[config.mk]
export PLATFORM = sky130hd
export DESIGN_NAME = mlblock_config_loader
export DESIGN_NICKNAME = d
export VERILOG_FILES = /design/src/rtl/mlblock_cfg_pkg.sv /design/src/rtl/mlblock_cfg_piso.sv /design/src/rtl/mlblock_config_loader.sv
export SDC_FILE = /design/constraint.sdc
export NUM_CORES = 1
export LEC_CHECK = 0
export CAP_MARGIN = 5
export CORE_MARGIN = 5
export CORE_UTILIZATION = 35
export CTS_CLUSTER_SIZE = 16
export DETAILED_ROUTE_END_ITERATION = 10
export DONT_BUFFER_PORTS = 1
export GPL_ROUTABILITY_DRIVEN = 0
export PLACE_DENSITY = 0.47
export SLEW_MARGIN = 30
export SYNTH_ARGS = -nofsm -noshare
export SYNTH_HDL_FRONTEND = slang
export SYNTH_HIERARCHICAL = 1
export SYNTH_SLANG_ARGS = --single-unit
[constraint.sdc]
create_clock -name clk -period 4.4 [get_ports clk]
set_input_delay 0.44 -clock clk [delete_from_list [all_inputs] [get_ports clk]]
set_output_delay 0.44 -clock clk [all_outputs]
set_load 0.005 [all_outputs]
[src/rtl/mlblock_cfg_pkg.sv]
// mlblock_cfg_pkg: shared FSM state type, counter sizing and per-variant chain lengths for the MLBlock config loader.
package mlblock_cfg_pkg;
  typedef enum logic [1:0] {IDLE, SHIFT, DONE} state_t;
  localparam int I_D_HALF = 6;
  localparam int RES_D_CNTL = 2;
  localparam int MAC_CFG_BITS = 8;
  function automatic int cnt_width(input int chain_len);
    return $clog2(chain_len + 1);
  endfunction
  function automatic int block_chain_len(input int n_blocks, input int n_macs);
    return n_blocks * (I_D_HALF + RES_D_CNTL + n_macs * MAC_CFG_BITS);
  endfunction
  localparam int CHAIN_LEN_1MAC = block_chain_len(1, 1);
  localparam int CHAIN_LEN_2MAC = block_chain_len(1, 2);
  localparam int CHAIN_LEN_4MAC = block_chain_len(1, 4);
endpackage

[src/rtl/mlblock_cfg_piso.sv]
// mlblock_cfg_piso: parallel-in/serial-out shift register with optional readback capture (CONFIG_READBACK_EN).
module mlblock_cfg_piso #(
  parameter int N = 16
) (
  input  logic         clk,
  input  logic         rst,
  input  logic         load_i,
  input  logic         shift_i,
  input  logic [N-1:0] word_i,
  input  logic         ser_i,
  output logic         msb_o,
  output logic [N-1:0] rb_o
);
  logic [N-1:0] sreg_q;
  always_ff @(posedge clk or posedge rst)
    if (rst) sreg_q <= '0;
    else if (load_i) sreg_q <= word_i;
    else if (shift_i) sreg_q <= {sreg_q[N-2:0], 1'b0};
  assign msb_o = sreg_q[N-1];
`ifdef CONFIG_READBACK_EN
  logic [N-1:0] rb_q;
  always_ff @(posedge clk or posedge rst)
    if (rst) rb_q <= '0;
    else if (load_i) rb_q <= '0;
    else if (shift_i) rb_q <= {rb_q[N-2:0], ser_i};
  assign rb_o = rb_q;
`else
  logic unused_ser;
  assign unused_ser = ser_i;
  assign rb_o = '0;
`endif
endmodule

[src/rtl/mlblock_config_loader.sv]
// mlblock_config_loader: feeds one parallel word MSB-first into the MLBlock serial config chain.
// Define CONFIG_READBACK_EN to capture the chain's previous contents from config_out into rb_word.
module mlblock_config_loader
  import mlblock_cfg_pkg::*;
#(
  parameter int CHAIN_LEN = CHAIN_LEN_1MAC
) (
  input  logic                 clk,
  input  logic                 reset,
  input  logic                 cfg_valid,
  output logic                 cfg_ready,
  input  logic [CHAIN_LEN-1:0] cfg_word,
  input  logic                 abort,
  output logic                 busy,
  output logic                 done,
  output logic                 config_en,
  output logic                 config_in,
  input  logic                 config_out,
  output logic [CHAIN_LEN-1:0] rb_word
);
  localparam int CNT_W = cnt_width(CHAIN_LEN);
  state_t state_q, state_d;
  logic [CNT_W-1:0] cnt_q, cnt_d;
  logic accept, last, msb;
  assign accept = (state_q == IDLE) && cfg_valid;
  assign last = cnt_q == CNT_W'(CHAIN_LEN - 1);
  always_ff @(posedge clk or posedge reset)
    if (reset) begin
      state_q <= IDLE;
      cnt_q <= '0;
    end else begin
      state_q <= state_d;
      cnt_q <= cnt_d;
    end
  always_comb begin
    state_d = state_q;
    cnt_d = '0;
    case (state_q)
      IDLE: state_d = cfg_valid ? SHIFT : IDLE;
      SHIFT: begin
        state_d = abort ? IDLE : last ? DONE : SHIFT;
        cnt_d = (abort || last) ? '0 : cnt_q + 1'b1;
      end
      default: state_d = IDLE;
    endcase
  end
  // Outputs come only from registered state so the chain never sees input glitches.
  assign cfg_ready = state_q == IDLE;
  assign busy = state_q == SHIFT;
  assign done = state_q == DONE;
  assign config_en = busy;
  assign config_in = busy & msb;
  mlblock_cfg_piso #(.N(CHAIN_LEN)) u_piso (
    .clk    (clk),
    .rst    (reset),
    .load_i (accept),
    .shift_i(busy),
    .word_i (cfg_word),
    .ser_i  (config_out),
    .msb_o  (msb),
    .rb_o   (rb_word)
  );
endmodule
==> flow_summary.ini <==
[outcome]
status = completed

[logic_synthesis]
synth.distinct_cells = 26
synth_seq_area_share = 0.467
synthTopCellsByArea = dfrtp_1 47%, mux2i_1 12%, buf_4 10%
yosys.area.top_type_share = 0.467
synth_warnings = 6
synth-seq-cells = 23
postSynthCellCount = 118
yosysTopAreaCell = dfrtp_1
syn-cell-area_sq_um = 1230
syn_avg_cell_area_sq_um = 10.4

[sta]
relSlewSlack = 0.548
setup_viol = 0
fmax_ghz = 0.501
worst_slack_ns = 2.41
finalHoldViolations = 0
min_period_ns = 1.99
finalSetupTns_ns = 0
finalCritPeriodShare = 0.453
skew_ns = 0.00574
tightest_slew_ns = 0.676
rsz0062_at_grt = false
drv_slew = 0

[floorplan]
core_sq_um = 3360
start_util = 0.366
io_pins = 42
die_area_sq_um = 4800
row_count = 21
die_y_um = 69.3
die_w_um = 69.3

[global_routing]
grt_pass1_wl_mm = 3.48
grt_pass1_vias = 797
grt_usage = 0.0866
grt_max_degree = 34
antenna_found_initial = 0
grt_overflow = 0

[clock_tree]
cts_buffers = 3
path_clk_slew_ns = 0.12
clockBufferDepth = 2
clock_latency_ns = 0.31
post_cts_resized = 0
clock-sinks = 23
htree_levels = 1
root_buffer = clkbuf_4
cts_tree = yes

[run]
maxCapViolCount = 0

[routing]
viasPerCell = 4.30
drtIter0Drc = 16
drtAntennaViolNets = 0
drt-total-wl_mm = 2.00
first_pass_iters = 3
drc = 0
vias = 693
wl_per_cell_um = 12.4

[critical_path]
critical_path_required_ns = 3.96
worstReg2RegStart = state_q[1]
timing.critical_path.buf_inv = 0
slowest_stage = nor2b_4
start_kind = flip-flop
cpLargestDelayFamily = simple AND/OR/NAND/NOR gates
crit_fanout = 21
crit_type = flip-flop to output port
cp.arrival_ns = 1.55
max_stage_delay_ns = 0.56
startpoint = state_q[1]
crit_chain = nor2b_4, and2_1
cp-end-kind = output port

[power_and_ir_drop]
p_per_area_nw_per_um2 = 402
ir_drop_mv = 0.115
leakage_nw = 0.574

[final_layout]
fin_nets = 139
drive_gt1_frac = 0.0870
diodes = 0
finalCoreUtilization = 0.356
syn_to_final_growth_pct = -2.64

[placed_design]
port_buffers = 0
hpwl_mm = 1.49
dp_slack_ns = 2.56

[worst_hold_path]
hold_class = primary input to async pin
==> power breakdown <==
part	leakage, nW	total (W)	internal, W	switching [W]
logic	0.265	0.000105	0.0000458	0.0000588
clock network	0.0150	0.0000960	0.0000354	0.0000606
registers	0.293	0.000281	0.000257	0.0000246
==> synth_stat cells <==
library cell  instances
nor2_4                2
o21ai_0               7
dfrtp_1              23
nand3_1               1
inv_1                 4
buf_12                1
and2b_1               1
xor2_1                1
nand2_1              16
and3b_1               1
clkbuf_1              1
or3b_1                1
nor2_2                3
and2_1                2
xnor2_1               1
nor2b_4               1
conb_1                1
and3_1                1
nand2b_1              2
nor2_1                1
o21ai_1               9
ha_1                  2
mux2i_1              15
buf_4                17
buf_2                 2
buf_6                 2
==> through the flow <==
step | cell area [sq um] | power (W) | cells | hold slack [ns]
6_report | 1200 | 0.000482 | 161 | 0.0583
2_1_floorplan | 1290 | 0.000392 | 133 | 0.243
5_1_grt | 1200 | 0.000515 | 161 | 0.130
3_5_place_dp | 1160 | 0.000392 | 156 | 0.285
3_3_place_gp | 1160 | 0.000387 | 156 | 0.278
4_1_cts | 1200 | 0.000490 | 161 | 0.0884
==> final timing paths <==
path | end | slack [ns] | cells after the start
worst max-delay path | config_in | 2.41 | 2
worst min-delay path | u_piso/sreg_q[11] | 0.06 | 1
worst max register to register | cnt_q[0] | 2.58 | 3
worst min register to register | cnt_q[0] | 0.48 | 1
max in group asynchronous | cnt_q[4] | 3.70 | 2
min in group clk | u_piso/sreg_q[14] | 0.24 | 2
==> cell usage in the layout (no fill, tap or decap), drive strengths merged <==
master       count
and2b            1
or3b             1
nand3            1
conb            16
mux2i           15
nor2             6
clkbuf           4
nor2b            1
and3             1
dfrtp           23
o21ai           16
xnor2            1
dlygate4sd3      1
nand2b           2
nand2           16
and3b            1
and2             2
xor2             1
ha               2
inv              4
==> flip-flops by register name (all words and copies together) (netlist names) <==
name / count
state_q: 2
u_piso/sreg_q: 16
cnt_q: 5
==> area by class of cell <==
cell class                 count  area, sq um
fill                         382         2160
sequential                    23          576
multi-input combinational     83          514
tap                           46         57.6
clock buffer                   4         26.3
inverter                       4         15.0
timing repair buffer           1         10.0
==> routing by layer <==
metal,routed length (um),track usage,vias to the layer above
li1,-,-,343
met1,839,0.0992,313
met2,928,0.146,32
met3,181,0.0232,5
met4,53,0.0456,0
met5,0,0,-
==> worst reg2reg max path, cell delays in order (launching register included) <==
cell	delay, ns
dfrtp_1	0.44
nor2b_4	0.56
or3b_1	0.60
nor2_2	0.15
==> repair_timing <==
action | in CTS | in global routing
setup buffers | 0 | 0
endpoints found under the hold margin | 7 | 0
hold buffers | 1 | 0
==> logic make-up after synthesis <==
family	count (synthesis)	synth area share
compound gates	16	0.0650
xor+xnor	2	0.0142
fa+ha+maj	2	0.0203
buf+inv	27	0.162
flops	23	0.467
mux	15	0.122
other cells	1	0.00305
simple gates	32	0.146
Note: power is estimated with default switching activity, not from simulation.
